### config.mk
export PLATFORM = sky130hd
export DESIGN_NAME = exc_ctrl
export DESIGN_NICKNAME = d
export VERILOG_FILES = /design/src/rtl/exc_ctrl_pkg.sv /design/src/rtl/jpu_timer.sv /design/src/rtl/exc_ctrl.sv
export SDC_FILE = /design/constraint.sdc
export NUM_CORES = 1
export LEC_CHECK = 0
export ABC_AREA = 1
export CORE_MARGIN = 2
export CORE_UTILIZATION = 25
export CTS_BUF_LIST = sky130_fd_sc_hd__clkbuf_2
export CTS_CLUSTER_SIZE = 10
export DETAILED_ROUTE_END_ITERATION = 8
export GPL_ROUTABILITY_DRIVEN = 0
export SLEW_MARGIN = 20
export SYNTH_ARGS = -nofsm -noshare
export SYNTH_HDL_FRONTEND = slang
export SYNTH_SLANG_ARGS = --single-unit
### constraint.sdc
create_clock -name clk -period 2.2 [get_ports clk]
set_input_delay 0.66 -clock clk [delete_from_list [all_inputs] [get_ports clk]]
set_output_delay 0.66 -clock clk [all_outputs]
set_load 0.01 [all_outputs]
### src/rtl/exc_ctrl_pkg.sv
// Shared types for the jpu exception sequencer: exception flags, ExcCodes, FSM states,
// Status/Cause field positions and the exception priority encoder.
`ifndef TIMER_PERIOD
`define TIMER_PERIOD 16'd100
`endif

package exc_ctrl_pkg;

    typedef enum logic [4:0] {
        EXC_INT  = 5'd0,
        EXC_ADEL = 5'd4,
        EXC_ADES = 5'd5,
        EXC_IBE  = 5'd6,
        EXC_DBE  = 5'd7,
        EXC_SYS  = 5'd8,
        EXC_BP   = 5'd9,
        EXC_RI   = 5'd10,
        EXC_CPU  = 5'd11,
        EXC_OV   = 5'd12,
        EXC_TR   = 5'd13,
        EXC_FPE  = 5'd15
    } exc_code_e;

    // Bit 10 (adel) down to bit 0 (fpe) of the commit-stage exceptions_s word.
    typedef struct packed {
        logic adel;
        logic ades;
        logic ibe;
        logic dbe;
        logic sys;
        logic bp;
        logic ri;
        logic cpu;
        logic ov;
        logic tr;
        logic fpe;
    } exc_flags_s;

    localparam logic [1:0] S_RUN    = 2'd0;
    localparam logic [1:0] S_FLUSH  = 2'd1;
    localparam logic [1:0] S_VECTOR = 2'd2;

    localparam int ST_IE         = 0;
    localparam int ST_EXL        = 1;
    localparam int ST_IM_LO      = 8;
    localparam int CAUSE_CODE_LO = 2;
    localparam int CAUSE_IP_LO   = 8;

    // Synchronous exceptions ordered by pipeline stage of origin; AdES/DBE come last.
    function automatic exc_code_e exc_prio(input exc_flags_s f);
        if (f.adel)      return EXC_ADEL;
        else if (f.ibe)  return EXC_IBE;
        else if (f.ri)   return EXC_RI;
        else if (f.cpu)  return EXC_CPU;
        else if (f.sys)  return EXC_SYS;
        else if (f.bp)   return EXC_BP;
        else if (f.ov)   return EXC_OV;
        else if (f.tr)   return EXC_TR;
        else if (f.fpe)  return EXC_FPE;
        else if (f.ades) return EXC_ADES;
        else if (f.dbe)  return EXC_DBE;
        else             return EXC_INT;
    endfunction

endpackage

### src/rtl/jpu_timer.sv
// Interval timer: free-running down-counter that reloads at zero and raises a sticky pending bit.
// Pending appears one cycle after the counter reaches zero; expiry beats a same-cycle ack.
module jpu_timer #(
    parameter logic [15:0] PERIOD = 16'd100
) (
    input  logic clk,
    input  logic rst,
    input  logic ack,
    output logic pending
);

    logic [15:0] count_q, count_d;
    logic        pending_q, pending_d;
    logic        expire;

    always_comb begin
        expire    = (count_q == 16'd0);
        count_d   = expire ? (PERIOD - 16'd1) : (count_q - 16'd1);
        pending_d = expire | (pending_q & ~ack);
    end

    always_ff @(posedge clk) begin
        if (rst) begin
            count_q   <= PERIOD - 16'd1;
            pending_q <= 1'b0;
        end else begin
            count_q   <= count_d;
            pending_q <= pending_d;
        end
    end

    assign pending = pending_q;

endmodule

### src/rtl/exc_ctrl.sv
// Exception/interrupt sequencer: latches EPC/Cause/BadVAddr, then flush -> redirect (2 cycles
// from event to redirect). Commit-stage inputs are ignored while a flush/redirect is in progress.
module exc_ctrl
    import exc_ctrl_pkg::*;
#(
    parameter logic [31:0] VECTOR_ADDR  = 32'h0000_0080,
    parameter logic [15:0] TIMER_PERIOD = `TIMER_PERIOD,
    parameter int          NUM_IRQ      = 4
) (
    input  logic               clk,
    input  logic               rst,
    input  logic               exc_valid,
    input  logic [10:0]        exc,
    input  logic [31:0]        exc_pc,
    input  logic [31:0]        exc_badaddr,
    input  logic               eret,
    input  logic [NUM_IRQ-1:0] irq,
    input  logic               sr_we,
    input  logic [31:0]        sr_wdata,
    input  logic               timer_ack,
    output logic               flush,
    output logic               stall,
    output logic               redirect,
    output logic [31:0]        redirect_pc,
    output logic [31:0]        epc,
    output logic [31:0]        cause,
    output logic [31:0]        badvaddr,
    output logic [31:0]        status
);

    localparam int IPW = NUM_IRQ + 1;

    logic [1:0]     state_q, state_d;
    logic [31:0]    epc_q, epc_d;
    logic [4:0]     code_q, code_d;
    logic [31:0]    badvaddr_q, badvaddr_d;
    logic           ie_q, ie_d;
    logic           exl_q, exl_d;
    logic [IPW-1:0] im_q, im_d;
    logic [31:0]    target_q, target_d;
    logic           flush_q, flush_d;
    logic           stall_q, stall_d;
    logic           redirect_q, redirect_d;
    logic [31:0]    redirect_pc_q, redirect_pc_d;

    exc_flags_s     exc_f;
    exc_code_e      code_sel;
    logic           timer_pend;
    logic [IPW-1:0] ip;
    logic           any_flag;
    logic           int_pend;
    logic           in_run;
    logic           take_evt;
    logic           take_eret;
    logic           unused_sr;

    jpu_timer #(
        .PERIOD (TIMER_PERIOD)
    ) u_timer (
        .clk     (clk),
        .rst     (rst),
        .ack     (timer_ack),
        .pending (timer_pend)
    );

    assign exc_f     = exc_flags_s'(exc);
    assign code_sel  = exc_prio(exc_f);
    assign ip        = {irq, timer_pend};
    assign any_flag  = |exc;
    assign int_pend  = (|(ip & im_q)) & ie_q & ~exl_q;
    assign in_run    = (state_q == S_RUN);
    assign take_evt  = in_run & exc_valid & (any_flag | int_pend);
    assign take_eret = in_run & exc_valid & eret & ~any_flag & ~take_evt;
    assign unused_sr = ^{sr_wdata[31:ST_IM_LO+IPW], sr_wdata[ST_IM_LO-1:ST_EXL+1]};

    always_comb begin
        state_d    = state_q;
        epc_d      = epc_q;
        code_d     = code_q;
        badvaddr_d = badvaddr_q;
        ie_d       = ie_q;
        exl_d      = exl_q;
        im_d       = im_q;
        target_d   = target_q;

        if (sr_we) begin
            ie_d  = sr_wdata[ST_IE];
            exl_d = sr_wdata[ST_EXL];
            im_d  = sr_wdata[ST_IM_LO +: IPW];
        end

        unique case (state_q)
            S_RUN: begin
                if (take_evt) begin
                    // A nested exception keeps the original return address.
                    if (!exl_q) begin
                        epc_d = exc_pc;
                    end
                    code_d = code_sel;
                    if (code_sel == EXC_ADEL || code_sel == EXC_ADES) begin
                        badvaddr_d = exc_badaddr;
                    end
                    exl_d    = 1'b1;
                    target_d = VECTOR_ADDR;
                    state_d  = S_FLUSH;
                end else if (take_eret) begin
                    exl_d    = 1'b0;
                    target_d = epc_q;
                    state_d  = S_FLUSH;
                end
            end
            S_FLUSH:  state_d = S_VECTOR;
            default:  state_d = S_RUN;
        endcase

        flush_d       = (state_d == S_FLUSH);
        stall_d       = (state_d != S_RUN);
        redirect_d    = (state_d == S_VECTOR);
        redirect_pc_d = (state_d == S_VECTOR) ? target_q : 32'd0;
    end

    always_ff @(posedge clk) begin
        if (rst) begin
            state_q       <= S_RUN;
            epc_q         <= 32'd0;
            code_q        <= 5'd0;
            badvaddr_q    <= 32'd0;
            ie_q          <= 1'b0;
            exl_q         <= 1'b0;
            im_q          <= '0;
            target_q      <= 32'd0;
            flush_q       <= 1'b0;
            stall_q       <= 1'b0;
            redirect_q    <= 1'b0;
            redirect_pc_q <= 32'd0;
        end else begin
            state_q       <= state_d;
            epc_q         <= epc_d;
            code_q        <= code_d;
            badvaddr_q    <= badvaddr_d;
            ie_q          <= ie_d;
            exl_q         <= exl_d;
            im_q          <= im_d;
            target_q      <= target_d;
            flush_q       <= flush_d;
            stall_q       <= stall_d;
            redirect_q    <= redirect_d;
            redirect_pc_q <= redirect_pc_d;
        end
    end

    // IP is live (pending timer plus level irq lines), so it is not part of the latched state.
    always_comb begin
        cause = 32'd0;
        cause[CAUSE_CODE_LO +: 5] = code_q;
        cause[CAUSE_IP_LO +: IPW] = ip;

        status = 32'd0;
        status[ST_IE]            = ie_q;
        status[ST_EXL]           = exl_q;
        status[ST_IM_LO +: IPW]  = im_q;
    end

    assign flush       = flush_q;
    assign stall       = stall_q;
    assign redirect    = redirect_q;
    assign redirect_pc = redirect_pc_q;
    assign epc         = epc_q;
    assign badvaddr    = badvaddr_q;

endmodule

==> run_results.csv, run 1 <==
group,metric,value,unit
synthesis,asyncSetResetFlopFracSynth,0,%
synthesis,post_synthesis_sequential_area_ratio,50.0,%
critical_path,critical_path_peak_fanout,2,
global_route,globalRoute.busiestLayer,"met2",
clocking,cts_sinks,160,
hold_path,min-delay-path-class,"reg -> reg",
critical_path,worstPathCellList,"clkdlybuf4s50_1, dlygate4sd2_1",
power,p_leak,0.00438,uW
drt,routedWlPerCell,12.1,microns
global_route,gr-usage-met3,3.59,%
clocking,cts_inserted_buffers,17,
final_layout,multiInputGateArea,2400,sq um
sta,finalCritPeriodShare,94.7,%
clocking,holdBufCountCts,0,
final_layout,layout.core_utilization,36.9,%
sta,hold_slack,0.431,ns
drt,via_count,5666,
final_layout,ff_latch_area,3290,sq um
synthesis,post_synth_mux_area_share,0,%
final_layout,layout.cells.most_common_list,"sky130_fd_sc_hd__nor2_1, sky130_fd_sc_hd__nand2_1, sky130_fd_sc_hd__dlygate4sd2_1",
critical_path,slowest_cell_delay_on_critical_path,0.49,ns
die,core.rowCount,58,
global_route,grt_start_max_net_pins,39,
synthesis,synth_enable_flop_cells,0,
drt,drt-vias-per-instance,3.98,
synthesis,synth_simple_gate_area_share,24.7,%
hold_path,worst_hold_startpoint,"target_q[9]",
critical_path,setup.worst_path.class,"in -> out",
clocking,clock_tree_from_tritoncts,"yes",
final_layout,final_cell_count_no_fill,1423,
critical_path,worst_setup_path_start_kind,"primary input",
critical_path,worst_setup_path_startpoint,"irq[3]",
die,die_area,26900,sq um
critical_path,worst_path_max_delay_cell,"sky130_fd_sc_hd__clkdlybuf4s50_1",
sta,report.final.hold_viol_count,0,
sta,final.min_clock_period,2.08,ns
clocking,clkLatencyLatePin,0.71,ns
critical_path,reg2reg_setup_slack,0.15,ns
place,port-buffer-count,206,
clocking,cts.root.buffer_cell,"sky130_fd_sc_hd__clkbuf_2",
drt,antenna_left,0,
die,floorplan.initialDensity,25.4,%
die,fp.dieH,164,microns
power,max-vdd-ir-drop,0.000342,V
sta,max-slew-margin-rel,44.5,%
clocking,clk_pin_slew_worst_paths,0.26,ns
drt,remaining_drc_errors,0,
synthesis,syn_area_per_cell,7.72,sq um
drt,postRouteWirelength,17300,microns
synthesis,synth_top_family_by_area,"simple AND/OR/NAND/NOR gates",
synthesis,post_synth_fa_ha_maj_area_fraction,0.195,%
global_route,antenna_found_initial,1,
final_layout,nNetsFinal,1197,
sta,final-setup-viol-count,0,
clocking,htreeDepth,4,
global_route,vias_in_the_first_global_route,5173,
drt,first_pass_iters,4,
sta,rsz_0062_raised_after_global_routing,"yes",
synthesis,post_synth_xor_area_fraction,0.684,%
power,power.density,633,nW/um^2
synthesis,main_synth_ff_type,"sky130_fd_sc_hd__dfxtp_1",
synthesis,distinct_cell_type_count_after_synthesis,36,
critical_path,worstPathRequired,1.54,ns
synthesis,synthCells,829,
final_layout,final_common_cell,"sky130_fd_sc_hd__nor2_1",
synthesis,synth_compound_area_share,9.11,%
global_route,grtUsageTotal,12.7,%
global_route,grt_util_met1,15.6,%
synthesis,synth-warning-count,0,
critical_path,r2r-start,"exl_q",
place,post-place-cells,1357,
die,core_region_area,25200,sq um
sta,report.final.slew_viol_count,0,
critical_path,path_delay_family,"buffers and inverters",
clocking,ctsLongestPathBuffers,2,
sta,max_freq,480,MHz
synthesis,ys_seq_elements,160,
die,die_x,164,microns
critical_path,timing.critical_path.to_type,"output pin",
critical_path,timing.critical_path.arrival,1.42,ns
global_route,globalRouteMet2Util,21.9,%
final_layout,area_growth,45.3,%
global_route,grt_first_pass_wirelength,26600,microns
global_route,grt.overflow.total,0,
die,io-pin-count,280,
place,post-dp-hpwl,12300,microns
synthesis,post_syn_area,6400,sq um
critical_path,cp.buffers_inverters,2,
sta,fin_skew,0.0445,ns
outcome,status,"finished, final reports clean",
flow_run,max-cap-violations,0,
final_layout,layout.filler_cells,2654,
final_layout,proportion_of_layout_cells_with_a_drive_suffix_above_1,18.4,%
sta,worst_pin_slew,0.830,ns
drt,drt-initial-drc-count,311,
-- path summary, 6_finish.rpt --
path                         end  depth (start not counted)
setup / recovery       cause[12]                          2
hold / removal    redirect_pc[9]                          2
setup reg to reg          epc[5]                          9
hold reg to reg   redirect_pc[9]                          2
-- where the power goes --
group / internal (uW) / switching (uW) / leakage (uW) / total [uW]
registers: 3040 / 62.4 / 0.00133 / 3110
clock network: 683 / 1170 / 0.000170 / 1860
logic: 463 / 465 / 0.00288 / 929
-- cells in the mapped netlist, types with 6 or more instances --
cell type	instances	area [sq um]
sky130_fd_sc_hd__a211oi_1	6	45.0
sky130_fd_sc_hd__a211oi_2	11	138
sky130_fd_sc_hd__a21oi_1	23	115
sky130_fd_sc_hd__buf_4	63	473
sky130_fd_sc_hd__clkbuf_1	10	37.5
sky130_fd_sc_hd__dfxtp_1	160	3200
sky130_fd_sc_hd__inv_1	91	342
sky130_fd_sc_hd__nand2_1	122	458
sky130_fd_sc_hd__nand3_1	23	115
sky130_fd_sc_hd__nor2_1	220	826
sky130_fd_sc_hd__o21ai_0	45	225
-- final cells by class --
type | count | share of cell area (%)
sequential | 160 | 35.4
timing repair buffer | 273 | 27.4
multi-input combinational | 532 | 25.8
tap | 330 | 4.44
inverter | 95 | 3.83
clock inverter | 15 | 2.17
clock buffer | 17 | 0.915
antenna | 1 | 0.0269
-- repair_timing --
item / CTS / global route
gates resized for setup: 189 / 17
setup buffers: 33 / 0
endpoints found under the setup margin: 115 / 19
-- registers in the layout, summed over array words and instances (netlist names), 2 cells and up --
signal and flops:
badvaddr 32, epc 32, redirect_pc 32, target_q 32, u_timer.count_q 16, im_q 5
code_q 4, state_q 2
-- stage by stage --
step	setup slack (ns)	TNS, ns	power, uW	instance area (sq um)
2_1_floorplan	0.423	0	3630	6580
3_3_place_gp	-0.434	-27.07	4080	8800
3_5_place_dp	-0.456	-27.48	4090	8800
4_1_cts	0.00290	0	5990	9290
5_1_grt	-0.0169	-0.0503	6230	9300
6_report	0.116	0	5890	9300
-- kinds of logic after synthesis --
family / count (synthesis)
AO/OA/AOI/OAI: 93
XOR/XNOR: 5
adder cells (fa/ha/maj): 1
buffers and inverters: 184
flip-flops: 160
other: 1
AND/OR/NAND/NOR: 385
-- metal layers --
metal  wire, microns  share of wire [%]
met2            8400                 49
met5               0                  0
met1            7660                 44
met4             173                1.0
met3            1030                5.9
No activity file was read; power rests on OpenSTA's default activity.
==> inputs of run 2 (changes only) <==
--- a/config.mk
+++ b/config.mk
@@ -6,12 +6,16 @@
 export NUM_CORES = 1
 export LEC_CHECK = 0
 export ABC_AREA = 1
-export CORE_MARGIN = 2
+export CELL_PAD_IN_SITES_DETAIL_PLACEMENT = 1
+export CELL_PAD_IN_SITES_GLOBAL_PLACEMENT = 1
+export CORE_MARGIN = 4
 export CORE_UTILIZATION = 25
 export CTS_BUF_LIST = sky130_fd_sc_hd__clkbuf_2
 export CTS_CLUSTER_SIZE = 10
 export DETAILED_ROUTE_END_ITERATION = 8
 export GPL_ROUTABILITY_DRIVEN = 0
+export PLACE_DENSITY_LB_ADDON = 0.1
+export SETUP_SLACK_MARGIN = 0.15
 export SLEW_MARGIN = 20
 export SYNTH_ARGS = -nofsm -noshare
 export SYNTH_HDL_FRONTEND = slang
==> run 2 against run 1 <==
Net effect: register-to-register slack improved by 0.20 ns; core utilization decreased by 0.57 points; sequential power about the same; critical path depth decreased by 1; wire length increased by 17%; sequential share of layout area increased by 0.80 points; combinational power increased by 5.0%; setup slack improved by 0.13 ns; cell count increased by 1.1%; critical path type is now reg -> out; critical endpoint is now status[1]; largest cell class unchanged.
==> run_results.csv, run 2 (same netlist as run 1, synthesis figures left out) <==
group,metric,value,unit
outcome,status,"finished, final reports clean",
critical_path,worst_path_max_delay_cell,"sky130_fd_sc_hd__dfxtp_4",
drt,drt-initial-drc-count,177,
place,post-dp-hpwl,14600,microns
final_layout,proportion_of_layout_cells_with_a_drive_suffix_above_1,31.0,%
sta,fin_skew,0.0731,ns
clocking,ctsLongestPathBuffers,2,
sta,finalCritPeriodShare,88.7,%
critical_path,r2r.worst_path.cells,12,
final_layout,layout.core_utilization,36.4,%
die,fp.dieH,168,microns
final_layout,area_growth,43.1,%
clocking,htreeDepth,4,
drt,antenna_left,0,
hold_path,hold-path-endpoint,"redirect_pc[14]",
sta,final.min_clock_period,1.95,ns
critical_path,timing.critical_path.to_type,"output pin",
sta,worst_pin_slew,0.521,ns
hold_path,worstHoldPathCells,2,
sta,final-setup-viol-count,0,
global_route,grt.overflow.total,0,
flow_run,max-cap-violations,0,
die,floorplan.initialDensity,25.4,%
hold_path,worst_hold_startpoint,"target_q[14]",
global_route,grt_first_pass_wirelength,31700,microns
critical_path,cp.buffers_inverters,1,
drt,postRouteWirelength,20300,microns
critical_path,r2r-start,"im_q[2]",
clocking,clkLatencyLatePin,0.72,ns
critical_path,worstPathRequired,1.54,ns
final_layout,layout.cells.most_common_list,"sky130_fd_sc_hd__nor2_1, sky130_fd_sc_hd__nand2_1, sky130_fd_sc_hd__inv_1",
drt,drt-vias-per-instance,4.05,
final_layout,nNetsFinal,1211,
critical_path,path_delay_family,"flip-flops",
critical_path,timing.critical_path.arrival,1.29,ns
final_layout,final_common_cell,"sky130_fd_sc_hd__nor2_1",
global_route,antenna_found_initial,2,
die,die_area,28200,sq um
clocking,clock_tree_from_tritoncts,"yes",
critical_path,setup.worst_path.class,"reg -> out",
sta,max-slew-margin-rel,65.2,%
power,max-vdd-ir-drop,0.000329,V
critical_path,critical_path_peak_fanout,5,
clocking,cts_inserted_buffers,17,
place,port-buffer-count,206,
sta,tns,0,ns
critical_path,reg2reg_to,"code_q[3]",
sta,report.final.slew_viol_count,0,
global_route,grtUsageTotal,14.0,%
clocking,cts_sinks,160,
sta,rsz_0062_raised_after_global_routing,"yes",
die,io-pin-count,280,
critical_path,worst_setup_path_start_kind,"flip-flop",
drt,remaining_drc_errors,0,
global_route,grt_start_max_net_pins,34,
power,power.density,639,nW/um^2
global_route,vias_in_the_first_global_route,5912,
power,p_leak,0.00424,uW
drt,via_count,5830,
critical_path,worstPathCellList,"clkbuf_2",
drt,first_pass_iters,4,
die,die_x,168,microns
drt,routedWlPerCell,14.1,microns
die,core.rowCount,58,
sta,max_freq,512,MHz
hold_path,min-delay-path-class,"reg -> reg",
sta,report.final.hold_viol_count,0,
die,core_region_area,25200,sq um
critical_path,reg2reg_setup_slack,0.35,ns
clocking,clk_pin_slew_worst_paths,0.27,ns
critical_path,slowest_cell_delay_on_critical_path,0.47,ns
clocking,cts.root.buffer_cell,"sky130_fd_sc_hd__clkbuf_2",
run 2: routing by layer:
| layer | vias to the layer above | wire length, microns | track usage, % |
|---|---|---|---|
| li1 | 2964 | - | - |
| met1 | 2708 | 9320 | 17.9 |
| met2 | 149 | 9420 | 23.7 |
| met3 | 9 | 1310 | 4.20 |
| met4 | 0 | 196 | 2.93 |
| met5 | - | 0 | 0 |
run 2: power by group:
part / switching (uW) / internal, uW
clock network: 1260 / 495
registers: 69.7 / 3050
logic: 495 / 481
total: 1830 / 4020
run 2: repair_timing:
action | 4_1_cts | 5_1_grt
endpoints found under the hold margin | 0 | 0
gates cloned | 0 | 1
setup buffers | 38 | 2
hold buffers | 0 | 0
pin swaps | 0 | 1
endpoints found under the setup margin | 115 | 65
gates resized for setup | 526 | 48
run 2: area by class of cell:
type                       count  area (sq um)
antenna                        2          5.00
clock buffer                  17          85.1
clock inverter                15           191
fill                        3108         16000
inverter                      95           357
multi-input combinational    533          2410
sequential                   160          3320
tap                          330           413
timing repair buffer         286          2380
run 2: worst max path at each step:
| stage | startpoint | endpoint | cells after the start | slack [ns] |
|---|---|---|---|---|
| after global placement | irq[2] | epc[10] | 9 | -0.46 |
| after global routing | exl_q | status[1] | 1 | 0.08 |
| after detailed placement | irq[2] | epc[7] | 9 | -0.50 |
| final | exl_q | status[1] | 1 | 0.25 |
| after CTS | exl_q | status[1] | 1 | 0.06 |
| after floorplan | exc[6] | epc[21] | 11 | 0.42 |
run 2: per-stage QoR:
stage | setup WS [ns] | cell area, sq um | total power [uW] | instances | hold slack (ns)
floorplan | 0.423 | 6580 | 3630 | 876 | 0.389
global placement | -0.456 | 8890 | 4110 | 1363 | 0.413
detailed placement | -0.503 | 8890 | 4120 | 1363 | 0.415
CTS | 0.0551 | 9080 | 5940 | 1433 | 0.342
global route | 0.0752 | 9160 | 6200 | 1438 | 0.335
finish | 0.249 | 9160 | 5850 | 1438 | 0.437
